## config.mk

```make
export PLATFORM = sky130hd
export DESIGN_NAME = spike_decider
export DESIGN_NICKNAME = d
export VERILOG_FILES = /design/src/rtl/spike_decider.sv
export SDC_FILE = /design/constraint.sdc
export NUM_CORES = 1
export LEC_CHECK = 0
export ABC_AREA = 1
export CELL_PAD_IN_SITES_DETAIL_PLACEMENT = 1
export CELL_PAD_IN_SITES_GLOBAL_PLACEMENT = 1
export CORE_MARGIN = 5
export CORE_UTILIZATION = 38
export CTS_BUF_LIST = sky130_fd_sc_hd__clkbuf_4
export CTS_CLUSTER_DIAMETER = 100
export DETAILED_ROUTE_END_ITERATION = 10
export MAX_ROUTING_LAYER = met4
export PLACE_DENSITY = 0.84
export REMOVE_ABC_BUFFERS = 1
export SLEW_MARGIN = 20
export SYNTH_ARGS = -nofsm -noshare
export SYNTH_HDL_FRONTEND = slang
export SYNTH_SLANG_ARGS = --single-unit
export TNS_END_PERCENT = 20
```

## constraint.sdc

```tcl
create_clock -name clk -period 3.1 [get_ports clk]
set_input_delay 0.93 -clock clk [delete_from_list [all_inputs] [get_ports clk]]
set_output_delay 0.93 -clock clk [all_outputs]
set_load 0.02 [all_outputs]
```

## src/rtl/spike_decider.sv

```systemverilog
// spike_decider: winner-take-all decision over N per-neuron spike counts (with class lookup).
// Latency: a rising edge on deciding that is sampled at edge E gives valid_deciding in the cycle after edge E+N+2.
// Backpressure: none; starts only from IDLE on a deciding 0->1 edge, and edges seen while busy are dropped.
// Ports: clk, rst (sync, active-high), deciding, train_test_classify, spike_cnt_bus, neuron_label ->
//        winner, winner_cnt, class_out, no_spike, busy, valid_deciding
module spike_decider #(
  parameter int N  = 8,
  parameter int CW = 8,
  parameter int LW = 4,
  parameter int IW = 3
) (
  input  logic            clk,
  input  logic            rst,
  input  logic            deciding,
  input  logic [1:0]      train_test_classify,
  input  logic [N*CW-1:0] spike_cnt_bus,
  input  logic [N*LW-1:0] neuron_label,
  output logic [IW-1:0]   winner,
  output logic [CW-1:0]   winner_cnt,
  output logic [LW-1:0]   class_out,
  output logic            no_spike,
  output logic            busy,
  output logic            valid_deciding
);

  typedef enum logic [1:0] {S_IDLE, S_SNAP, S_SCAN, S_DONE} state_t;

  state_t          state, state_nxt;
  logic            deciding_d;
  logic            start;
  logic [N*CW-1:0] shadow_cnt;
  logic [N*LW-1:0] shadow_label;
  logic [1:0]      shadow_mode;
  logic [CW-1:0]   best;
  logic [IW-1:0]   best_idx;
  logic [IW-1:0]   idx;
  logic [CW-1:0]   cur_cnt;
  logic [LW-1:0]   best_label;
  logic            last_idx;
  logic            label_mode;

  assign start      = deciding & ~deciding_d;
  assign last_idx   = (idx == IW'(N - 1));
  // Modes 10 (test) and 11 (classify) report a label; 01 and 00 are treated as train.
  assign label_mode = shadow_mode[1];

  // Select the count of the neuron under scan and the label of the current best neuron.
  always_comb begin
    cur_cnt    = '0;
    best_label = '0;
    for (int i = 0; i < N; i++) begin
      if (idx == IW'(i))      cur_cnt    = shadow_cnt[i*CW +: CW];
      if (best_idx == IW'(i)) best_label = shadow_label[i*LW +: LW];
    end
  end

  always_ff @(posedge clk) begin
    if (rst) state <= S_IDLE;
    else     state <= state_nxt;
  end

  always_comb begin
    state_nxt = state;
    busy      = 1'b0;
    case (state)
      S_IDLE: if (start) state_nxt = S_SNAP;
      S_SNAP: begin
        busy      = 1'b1;
        state_nxt = S_SCAN;
      end
      S_SCAN: begin
        busy = 1'b1;
        if (last_idx) state_nxt = S_DONE;
      end
      S_DONE:  state_nxt = S_IDLE;
      default: state_nxt = S_IDLE;
    endcase
  end

  always_ff @(posedge clk) begin
    if (rst) begin
      deciding_d     <= 1'b0;
      shadow_cnt     <= '0;
      shadow_label   <= '0;
      shadow_mode    <= '0;
      best           <= '0;
      best_idx       <= '0;
      idx            <= '0;
      winner         <= '0;
      winner_cnt     <= '0;
      class_out      <= '0;
      no_spike       <= 1'b0;
      valid_deciding <= 1'b0;
    end else begin
      deciding_d     <= deciding;
      valid_deciding <= 1'b0;
      case (state)
        S_SNAP: begin
          shadow_cnt   <= spike_cnt_bus;
          shadow_label <= neuron_label;
          shadow_mode  <= train_test_classify;
          best         <= '0;
          best_idx     <= '0;
          idx          <= '0;
        end
        S_SCAN: begin
          // Strict compare: on a tie the earlier (lower) index is kept.
          if (cur_cnt > best) begin
            best     <= cur_cnt;
            best_idx <= idx;
          end
          idx <= idx + 1'b1;
        end
        S_DONE: begin
          winner         <= best_idx;
          winner_cnt     <= best;
          no_spike       <= (best == '0);
          valid_deciding <= 1'b1;
          if (!label_mode)      class_out <= '0;
          else if (best == '0)  class_out <= '1;  // all-ones marks an unknown class
          else                  class_out <= best_label;
        end
        default: ;
      endcase
    end
  end

endmodule

```

Yosys cells after proc, flatten, opt, wreduce, memory -nomap -nowiden. Index checks and enable logic that the tools add are counted.

$lt $le $gt $ge: 1. Eq/ne operators: 20. Mux-type cells: 28. Bitwise logic cells: 2. Reduce and logical (&&, ||, !) cells: 8. $add $sub $neg: 1.

Operators by type and width (count): $mux W8 (9); $mux W4 (10); $eq A3 B3 Y1 const B (8); $pmux W8 S2 (1); $eq A3 B2 Y1 const B (4); $pmux W3 S2 (2); $gt A8 B8 Y1 (1); $logic_not A8 Y1 (1); $pmux W2 S4 (1); $eq A3 B1 Y1 const B (2); $logic_not A3 Y1 (2); $ne A2 B2 Y1 const B (3); $eq A2 B2 Y1 const B (2); $mux W2 (2); $reduce_and A2 Y1 (2); $add A3 B1 Y3 const B (1); $mux W3 (1); $eq A2 B1 Y1 const B (1); $logic_not A2 Y1 (1); $mux W1 (2); $reduce_bool A2 Y1 (1); $reduce_or A2 Y1 (1); $and A1 B1 Y1 (1); $not A1 Y1 (1).

Bits in registers: 132. Input port bits: 101. Word-level logic and storage cells: 73. Output and inout port bits: 18.

Depth between registers and ports, before layout. Gate-level depths: netlist of run 1.

Word-level depth: 12. Gate-level depth with buffers: 23. Gate-level depth less buffers: 22.

Worst setup path after synthesis of run 1. Ideal clock, no wire load.

Path kind: register -> register. Start point: reg idx[2]. End point: reg best[0]. Cell stages (with the launch flop): 19. Arrival time: 2.662 ns. Period minus slack after synthesis: 2.733 ns. Required time: 3.029 ns. Buffers on the path: 3. Setup slack: 0.367 ns. Setup time: 0.071 ns. Cell sequence: dfxtp_1 > inv_2 > buf_6 > ha_1 > inv_1 > buf_2 > or2_2 > nand3_1 > nand2_1 > nand2_1 > a21boi_0 > ha_1 > a21oi_1 > o21a_1 > nand2_1 > nand3_1 > clkbuf_1 > nand3_1 > a21oi_1.

Word-level cells in the longest chain between the ends: 12. Elaborated cells between the ends (all ways): 21. Those cells by class: 1 x order compare; 8 x eq/ne; 10 x mux; 2 x reduce/logical.

Ends and longest elaborated chain: from (decl) (line 36) `logic [IW-1:0] idx;`; from (signal assigned) (line 112) `idx <= idx + 1'b1;`; $logic_not A3 Y1 (line 52) `if (idx == IW'(i)) cur_cnt = shadow_cnt[i*CW +: CW];`; $mux W8 (7 in series) (line 52); $mux W8 * (line 52); $gt A8 B8 Y1 (line 108) `if (cur_cnt > best) begin`; $ne A2 B2 Y1 (no source line); $reduce_and A2 Y1 (no source line); to (signal assigned) (line 109) `best <= cur_cnt;`; to (decl) (line 34) `logic [CW-1:0] best;`.

Every way passes the cells marked *; elsewhere a longest branch is shown, timed or not. The select of a mux whose other input is x is not followed. A chain may end at the register's enable or synchronous reset.

Worst setup path after layout of run 1.
Start point: reg idx[0]. End point: reg best_idx[1].

Word-level cells in the longest chain between the ends: 12. Elaborated cells between the ends (all ways): 19. Those cells by class: 1 x order compare; 8 x eq/ne; 8 x mux; 2 x reduce/logical.

Ends and longest elaborated chain: $logic_not A3 Y1 (line 52); $mux W8 (7 in series) (line 52); $mux W8 * (line 52); $gt A8 B8 Y1 * (line 108); $ne A2 B2 Y1 (no source line) *; $reduce_and A2 Y1 (no source line) *; to (signal assigned) (line 110) `best_idx <= idx;`; to (decl) (line 35) `logic [IW-1:0] best_idx;`.

Every way passes the cells marked *; elsewhere a longest branch is shown, timed or not.

==> run summary, run 1 <==
Run status: completed
Final worst-path cycle share: 0.9441
Final Slew Violations: 0
WL met1: 8072 microns
Top sig layer: met4
Cell seen most often among critical-path stages: nand3_1
Yosys top cell area share: 0.4392
CTS Buffer Depth: 2
Pleak: 3.298 nW
Total power: 6.017 mW
Wire per inst: 14.74 microns
DR iter-0 viols: 306
Final Setup Violations: 0
CP Launch Type: flip-flop
Delay-heaviest family, CP: simple AND/OR/NAND/NOR gates
Num rows: 45
DP Area: 7322 sq um
Hold Vio Cnt, Final: 0
Root Driver: clkbuf_4
GRT Resource Usage Total: 0.1983
First-pass GRT wire length: 28420 microns
Met3 routed WL: 835 microns
Crit path cell chain: inv_1 > ha_4 > nand3_1 > nand2_1 > nand3_1 > nand3_1 > nand3_1 > nand2_1 > nand2_2 > a21boi_0 > ha_1 > a21oi_1 > o211ai_1 > nand2_1 > nand2_1 > nand3_2 > buf_6 > nand3_1 > a21oi_2
Core area: 15310 sq um
Synth Cell Area: 5971 sq um
CTS clock-pin slew for the worst setup and hold paths: 0.11 ns
VDD IR max: 0.0003135 V
Crit path DAT: 3.39 ns
Distinct cells, synth: 28
GPL Wtd Cong: 0.8294
Worst min path class: reg -> reg
Final nets: 1084
Remaining DRCs: 0
# H-tree levels: 4
Design Area, Final: 7780 sq um
DR pass1 iterations: 4
Min Clock Period, post-route: 2.927 ns
Slew HR: 0.4740
Synthesis-stage register bit count: 131
Vias in the first global route: 5989
Grt ovf: 0
Syn Inst Count: 852
Clock sinks: 131
IO Count: 119
CP endpoint kind: flip-flop
Die height: 135.4 microns
Fin cells: 1188
HPWL Detailed: 12130 microns
P&R area growth vs syn: 30.30%
CP peak stage delay: 0.38 ns
WL final: 17510 microns
Full die area: 18320 sq um
Max frequency: 0.3417 GHz
Met2 routed WL: 8384 microns
Vias after detailed routing: 5812
Clk_skew: 0.01827 ns
Via density: 4.892
CTS tree: yes
Synth area leader: dfxtp_1
Worst-Skew Late Latency: 0.55 ns
Least-Margin Pin Slew: 0.7890 ns
Initial antenna violation count: 1
TritonCTS Buffers: 17
Pwr Density: 773.4 nW/um^2
Sequential area share after synthesis: 0.4392
Max-Cap Viols: 0
Initial core utilization: 0.3899
Worst path slowest cell: dfxtp_4
Cell total after placement: 1146
Share of cells above drive strength 1: 0.1004
Buf/Inv on CP: 2
Post-Syn Area per Cell: 7.008 sq um
Die width: 135.4 microns
Critical Path RT: 3.57 ns
Largest net degree at the start of global routing: 111
Routed Antenna Nets: 0
CP max FO: 11
IO Port Bufs: 117
Crit Path Category: reg -> reg
Synth top area cells: dfxtp_1 44%, nor2_1 12%, o21ai_0 9.4%, nand2_1 8.2%, nand3_1 4.9%
Yosys warns: 0
[sequential cells by signal (all words and copies together), names as in the netlist]
name,flops
no_spike,1
valid_deciding,1
idx,3
shadow_cnt,64
state,2
class_out,4
shadow_label,32
best,8
shadow_mode,1
deciding_d,1
best_idx,3
winner,3
winner_cnt,8
[path summary, 6_finish.rpt]
path	from	to	slack, ns	depth (start not counted)
max reg2reg	idx[0]	best_idx[1]	0.17	19
max	idx[0]	best_idx[1]	0.17	19
min	shadow_cnt[60]	shadow_cnt[60]	0.47	2
min reg2reg	shadow_cnt[60]	shadow_cnt[60]	0.47	2
[worst register-to-register path: stages (launching register included)]
cell and delay, ns:
dfxtp_4 0.38, inv_1 0.16, ha_4 0.25, nand3_1 0.12, nand2_1 0.09, nand3_1 0.08
nand3_1 0.08, nand3_1 0.10, nand2_1 0.09, nand2_2 0.07, a21boi_0 0.22, ha_1 0.29
a21oi_1 0.16, o211ai_1 0.11, nand2_1 0.07, nand2_1 0.06, nand3_2 0.08, buf_6 0.16
nand3_1 0.10, a21oi_2 0.20
[cells in the final DEF (no fill, tap or decap), types with 2 or more instances in the layout]
cell	n
buf_4	19
clkinvlp_4	2
clkinv_2	7
ha_2	4
a21oi_1	50
a211oi_1	2
bufinv_16	3
inv_2	10
or2_2	8
ha_1	12
clkdlybuf4s50_1	116
inv_1	52
nand4_1	11
nand2_1	128
nand2_4	3
nand2_2	2
nor2_1	189
a21oi_2	6
dfxtp_4	2
nand3_1	58
o21ai_0	112
clkbuf_4	19
nor3_2	2
nor3_1	6
buf_6	2
buf_12	3
a21boi_1	3
a21boi_0	4
ha_4	3
dfxtp_1	129
[layout make-up]
type / count / area (sq um)
sequential: 131 / 2630
fill: 1971 / 7535
clock inverter: 12 / 140.1
inverter: 64 / 245.2
timing repair buffer: 141 / 1395
antenna: 1 / 2.502
tap: 211 / 264.0
multi-input combinational: 609 / 2960
clock buffer: 19 / 142.6
[routing by layer]
| metal | vias up | global-route usage |
|---|---|---|
| met2 | 108 | 0.3310 |
| met1 | 2707 | 0.2373 |
| met3 | 20 | 0.05052 |
| li1 | 2977 | - |
| met5 | - | - |
| met4 | 0 | 0.05711 |
[where the power goes]
group | total (mW) | internal, mW | switching [mW]
Sequential | 2.43 | 2.19 | 0.245
Clock | 1.19 | 0.562 | 0.632
Combinational | 2.39 | 0.887 | 1.50
[Yosys cell counts, drive strengths merged]
cell type and instances:
a21o 1, dfxtp 131, or2 8, buf 18, a21boi 7, nand3 59, o21ai 113, o21a 1
clkbuf 30, nand2 133, nor3 8, o211ai 1, a21oi 56, inv 64, ha 19, nand4 11
a211oi 2, nor2 190
[repair_timing]
action                     CTS  global route
setup endpoints to repair   12            11
buffers inserted             0            10
hold buffers                 0             0
pin swaps                    0             6
resized for setup            5            24
[cell families after synthesis]
kind of cell / count (synthesis) / synth area share
AND/OR/NAND/NOR: 409 / 0.2850
AO/OA/AOI/OAI: 181 / 0.1593
flip-flops: 131 / 0.4392
buffers and inverters: 112 / 0.07670
adder cells (fa/ha/maj): 19 / 0.03982
[metrics by stage]
step	setup TNS, ns	hold slack [ns]	worst slack [ns]	util
finish	0	0.4661	0.1731	0.5080
global route	-0.04581	0.4999	-0.01553	0.5080
CTS	0	0.4666	0.007487	0.4972
detailed placement	-0.2010	0.4503	-0.1103	0.4781
global placement	0	0.4448	0.1445	0.4781
floorplan	-40.48	0.4354	-0.6083	-
Power figures use the tool's default switching activity.
==> run 2: changes to the inputs <==
CORE_MARGIN = unset   (was 5)
==> run summary, run 2 (synthesis gave the netlist of run 1 again) <==
Run status: completed
Core area: 15260 sq um (-0.37%)
Largest net degree at the start of global routing: 84 (-24%)
GPL Wtd Cong: 0.7820 (-5.7%)
CTS tree: yes
Initial antenna violation count: 1 (unchanged)
Share of cells above drive strength 1: 0.1066 (+0.006148)
WL final: 17340 microns (-0.98%)
Worst min path class: reg -> reg
CP Launch Type: flip-flop
CTS clock-pin slew for the worst setup and hold paths: 0.11 ns (about the same)
Final Setup Violations: 0 (unchanged)
Final worst-path cycle share: 0.9599 (+0.01578)
Largest registers: shadow_cnt x64, shadow_label x32
Sequential Power Share: 0.402 (-0.002)
Commonest cells after routing, fill and taps aside: 188 x nor2_1, 129 x dfxtp_1, 126 x nand2_1
Min Clock Period, post-route: 2.976 ns (+0.04892 ns)
Reported net switching power: 2.428 mW (+2.0%)
CP max FO: 10 (-1)
Biggest register: shadow_cnt
R2R cell count: 22 (+3)
Final nets: 1084 (unchanged)
Grt ovf: 0 (unchanged)
IO Count: 119 (unchanged)
Fin cells: 1188 (unchanged)
Final Slew Violations: 0 (unchanged)
Worst reg-to-reg setup slack: 0.12 ns (-0.05 ns)
GRT Resource Usage Total: 0.2315 (+0.03323)
# H-tree levels: 4 (unchanged)
DR iter-0 viols: 278 (-9.2%)
Hold WS: 0.4662 ns (+0.0001240 ns)
Critical path endpoint: best[2]
Hold Vio Cnt, Final: 0 (unchanged)
Post-layout util: 0.5113 (+0.003268)
Switching part of the total: 0.4009 (+0.005209)
Remaining DRCs: 0 (unchanged)
DR pass1 iterations: 4 (unchanged)
Max frequency: 0.3360 GHz (-1.6%)
Wire per inst: 14.59 microns (-0.98%)
Critical Path RT: 3.60 ns (+0.03 ns)
CTS Buffer Depth: 2 (unchanged)
Full die area: 16220 sq um (-11%)
Clock sinks: 131 (unchanged)
Pleak: 3.313 nW (+0.47%)
Cell total after placement: 1149 (+0.26%)
Clock Power Share: 0.203 (+0.005)
Root Driver: clkbuf_4
Comb pwr share: 0.394 (-0.003)
Slew HR: 0.4855 (+0.01156)
Vias in the first global route: 5834 (-2.6%)
Max reg flops: 64 (unchanged)
P&R area growth vs syn: 30.66%
Crit path DAT: 3.48 ns (+0.09 ns)
CP endpoint kind: flip-flop
Internal power: 3.628 mW (-0.22%)
Area of the multi-input gates: 2972 sq um (+0.38%)
Routed Antenna Nets: 0 (unchanged)
Most common cell after layout, fill and taps aside: nor2_1
R2r startpoint: idx[1]
Via density: 4.965 (+1.5%)
Number of fillers in the final layout: 1937 (-1.7%)
Crit path launch: idx[1]
TritonCTS Buffers: 17 (unchanged)
Clk_skew: 0.01347 ns (-0.004791 ns)
Num rows: 45 (unchanged)
HPWL Detailed: 11820 microns (-2.6%)
Reg area: 2630 sq um (unchanged)
Die width: 127.4 microns (-5.9%)
Least-Margin Pin Slew: 0.7717 ns (-0.01734 ns)
Pwr Density: 776.3 nW/um^2 (+0.38%)
Design Area, Final: 7801 sq um (+0.27%)
Crit Path Category: reg -> reg
First-pass GRT wire length: 28500 microns (+0.27%)
IO Port Bufs: 117 (unchanged)
R2r endpoint: best[2]
Initial core utilization: 0.3913 (+0.001439)
Vias after detailed routing: 5898 (+1.5%)
DP Area: 7357 sq um (+0.48%)
Worst-Skew Late Latency: 0.57 ns (+0.02 ns)
VDD IR max: 0.0003344 V (+6.7%)
Die height: 127.4 microns (-5.9%)
Max-Cap Viols: 0 (unchanged)
==> run 2: repair_timing <==
action	CTS	global route
setup endpoints to repair	12	11
hold buffers	0	0
setup buffers	0	7
resized for setup	12	23
pin swaps	1	3
==> run 2: per-layer routing <==
| metal | vias up | routed length, microns | GRT usage |
|---|---|---|---|
| met5 | - | 0 | - |
| li1 | 2983 | - | - |
| met4 | 0 | 262 | 0.07983 |
| met1 | 2792 | 8008 | 0.2806 |
| met3 | 22 | 660 | 0.05151 |
| met2 | 101 | 8407 | 0.3790 |
==> run 2: critical path, cell delays in order (launching register included) <==
cell and delay (ns):
dfxtp_4 0.39, inv_1 0.08, ha_2 0.20, inv_2 0.06, nor2_4 0.16, buf_4 0.15, nand2_1 0.05, nand3_1 0.11
nand3_2 0.10, nand3_1 0.10, nand2_1 0.06, nand2_1 0.11, a21boi_0 0.11, ha_1 0.31, nand2_1 0.08, o211ai_1 0.16
nand2_1 0.08, nand2_1 0.08, nand3_2 0.09, inv_2 0.08, buf_6 0.13, nand3_1 0.11, a21oi_2 0.13
==> run 2: area by class of cell <==
class | count | area share
Antenna cell | 1 | 0.0003208
Timing Repair Buffer | 141 | 0.1785
Clock inverter | 13 | 0.02053
Clock buffer | 18 | 0.01732
Tap cell | 211 | 0.03384
Sequential cell | 131 | 0.3371
Multi-Input combinational cell | 609 | 0.3809
Inverter | 64 | 0.03144
==> run 2: power groups by stage <==
stage / Sequential (mW) / Combinational (mW) / Clock, mW
2_1_floorplan: 2.42 / 1.46 / 0
3_3_place_gp: 2.45 / 2.23 / 0
3_5_place_dp: 2.46 / 2.31 / 0
4_1_cts: 2.43 / 2.36 / 1.26
5_1_grt: 2.49 / 2.71 / 1.34
6_report: 2.44 / 2.39 / 1.23
==> run 2: how the worst min path moves through the flow <==
stage / start / to / slack, ns / depth (start not counted)
global placement: shadow_label[20] / shadow_label[20] / 0.45 / 2
floorplan: shadow_cnt[57] / shadow_cnt[57] / 0.44 / 2
global route: shadow_cnt[59] / shadow_cnt[59] / 0.50 / 2
CTS: shadow_cnt[63] / shadow_cnt[63] / 0.47 / 2
detailed placement: shadow_cnt[63] / shadow_cnt[63] / 0.45 / 2
finish: shadow_cnt[63] / shadow_cnt[63] / 0.47 / 2
==> run 2: per-stage QoR <==
stage	setup slack, ns	setup TNS, ns	total power, mW
2_1_floorplan	-0.6083	-40.48	3.888
3_5_place_dp	-0.1435	-0.7102	4.778
3_3_place_gp	0.1173	0	4.683
4_1_cts	0.03005	0	6.053
5_1_grt	-0.01024	-0.01698	6.539
6_report	0.1242	0	6.056
==> run 3: changes to the inputs <==
CORE_UTILIZATION = 27   (was 38)
PLACE_DENSITY = 0.64   (was 0.84)
==> run summary, run 3 (synthesis gave the netlist of run 1 again) <==
Crit Path Category: reg -> reg
WL final: 17690 microns (+2.1%)
CP endpoint kind: flip-flop
Crit path launch: idx[1]
CTS clock-pin slew for the worst setup and hold paths: 0.13 ns (+0.02 ns)
Reg area: 2630 sq um (unchanged)
Crit path cell chain: ha_1 > ha_2 > inv_4 > or2_2 > nand3_1 > nand2_1 > nand2_1 > a21boi_1 > ha_1 > nand2_1 > o211ai_1 > nand2_1 > nand2_1 > nand3_2 > inv_2 > buf_12 > nand3_1 > a21oi_1
IO Count: 119 (unchanged)
R2r startpoint: idx[1]
DR pass1 iterations: 9 (+5)
Critical Path RT: 3.61 ns (about the same)
Area of the multi-input gates: 2949 sq um (-0.76%)
CTS Buffer Depth: 2 (unchanged)
Root Driver: clkbuf_4
Final Slew Violations: 0 (unchanged)
Routed Antenna Nets: 0 (unchanged)
HPWL Detailed: 12270 microns (+3.8%)
Min Clock Period, post-route: 2.866 ns (-0.1097 ns)
DP Area: 7458 sq um (+1.4%)
Max frequency: 0.3489 GHz (+3.8%)
GPL Wtd Cong: 0.7830 (+0.13%)
Vias after detailed routing: 5682 (-3.7%)
Largest registers: shadow_cnt x64, shadow_label x32
Commonest cells after routing, fill and taps aside: 188 x nor2_1, 129 x dfxtp_1, 127 x nand2_1
Full die area: 22710 sq um (+40%)
Cell total after placement: 1220 (+6.2%)
Die width: 150.7 microns (+18%)
Num rows: 54 (+20%)
Final worst-path cycle share: 0.9246 (-0.03537)
Least-Margin Pin Slew: 0.7660 ns (-0.005659 ns)
Initial antenna violation count: 1 (unchanged)
Initial core utilization: 0.2744 (-0.1169)
Hold buffer count at CTS: 0 (unchanged)
R2r endpoint: best[1]
DR iter-0 viols: 268 (-3.6%)
VDD IR max: 0.0002578 V (-23%)
Max-Cap Viols: 0 (unchanged)
Final Setup Violations: 0 (unchanged)
Worst Setup Slack, final: 0.2339 ns (+0.1097 ns)
GRT Resource Usage Total: 0.1684 (-0.06312)
Worst reg-to-reg setup slack: 0.23 ns (+0.11 ns)
Share of cells above drive strength 1: 0.1024 (-0.004203)
Clk_skew: 0.02492 ns (+0.01144 ns)
TritonCTS Buffers: 17 (unchanged)
Biggest register: shadow_cnt
Violated checks: DRC
Delay-heaviest family, CP: simple AND/OR/NAND/NOR gates
CP max FO: 11 (+1)
Number of fillers in the final layout: 2707 (+40%)
Slew HR: 0.4893 (+0.003772)
First-pass GRT wire length: 28480 microns (about the same)
Setup WS pre-CTS: 0.01577 ns (+0.1592 ns)
Clock sinks: 131 (unchanged)
IO Port Bufs: 117 (unchanged)
CP peak stage delay: 0.40 ns (about the same)
Worst-Skew Late Latency: 0.58 ns (about the same)
Critical path endpoint: best[1]
# H-tree levels: 4 (unchanged)
Buf/Inv on CP: 3 (-2)
Pwr Density: 784.4 nW/um^2 (+1.0%)
Via density: 4.517 (-9.0%)
Worst min path class: reg -> reg
Core area: 21760 sq um (+43%)
Fin cells: 1258 (+5.9%)
Hold Vio Cnt, Final: 0 (unchanged)
Pleak: 3.316 nW (about the same)
Cell count along the critical path: 18 (-18%)
Max reg flops: 64 (unchanged)
Grt ovf: 0 (unchanged)
Vias in the first global route: 5702 (-2.3%)
Cell seen most often among critical-path stages: nand2_1
Total power: 6.197 mW (+2.3%)
Crit path DAT: 3.38 ns (-0.10 ns)
Hold WS: 0.4679 ns (+0.001760 ns)
R2R cell count: 18 (-18%)
Design Area, Final: 7901 sq um (+1.3%)
Most common cell after layout, fill and taps aside: nor2_1
CP Launch Type: flip-flop
Die height: 150.7 microns (+18%)
Final nets: 1084 (unchanged)
P&R area growth vs syn: 32.33%
Worst path slowest cell: dfxtp_4
Remaining DRCs: 1 (+1)
CTS tree: yes
Largest net degree at the start of global routing: 111 (+32%)
Wire per inst: 14.07 microns (-3.6%)
Run status: complete, but fails checks
run 3: timing repair:
action	in CTS	in global routing
setup endpoints to repair	2	11
gates resized for setup	3	26
endpoints found under the hold margin	0	0
buffers inserted	0	5
pin swaps	0	4
run 3: worst register-to-register path: stages (launching register included):
cell      delay (ns)
dfxtp_4         0.40
ha_1            0.19
ha_2            0.22
inv_4           0.06
or2_2           0.27
nand3_1         0.14
nand2_1         0.09
nand2_1         0.12
a21boi_1        0.11
ha_1            0.31
nand2_1         0.05
o211ai_1        0.15
nand2_1         0.07
nand2_1         0.08
nand3_2         0.08
inv_2           0.10
buf_12          0.12
nand3_1         0.12
a21oi_1         0.14
run 3: metal layers:
metal	share of wire	GRT usage
met5	0	-
met4	0.010	0.05400
met3	0.036	0.04030
met2	0.46	0.2634
met1	0.49	0.2129
run 3: how the worst min path moves through the flow:
stage	from	endpoint	slack, ns	cells past startpoint
2_1_floorplan	shadow_cnt[57]	shadow_cnt[57]	0.44	2
3_3_place_gp	shadow_cnt[11]	shadow_cnt[11]	0.45	2
3_5_place_dp	shadow_cnt[61]	shadow_cnt[61]	0.45	2
4_1_cts	shadow_cnt[61]	shadow_cnt[61]	0.47	2
5_1_grt	shadow_cnt[61]	shadow_cnt[61]	0.49	2
6_report	shadow_cnt[58]	shadow_cnt[58]	0.47	2
run 3: area by class of cell:
cell class,instances,share of cell area
diodes,1,0.0003167
flip-flops and latches,131,0.3329
clock buffers,17,0.01615
repair buffers,141,0.1758
inverters,64,0.03135
multi-input cells,609,0.3732
well taps,280,0.04434
clock inverters,15,0.02597
run 3: per-stage QoR:
step | TNS (ns) | utilization
2_1_floorplan | -40.48 | -
3_3_place_gp | 0 | 0.3428
3_5_place_dp | 0 | 0.3428
4_1_cts | 0 | 0.3581
5_1_grt | -0.008129 | 0.3632
6_report | 0 | 0.3632
run 3: power by group:
part	switching [mW]	internal, mW
registers	0.247	2.19
clock network	0.720	0.647
logic	1.50	0.899
total	2.47	3.73
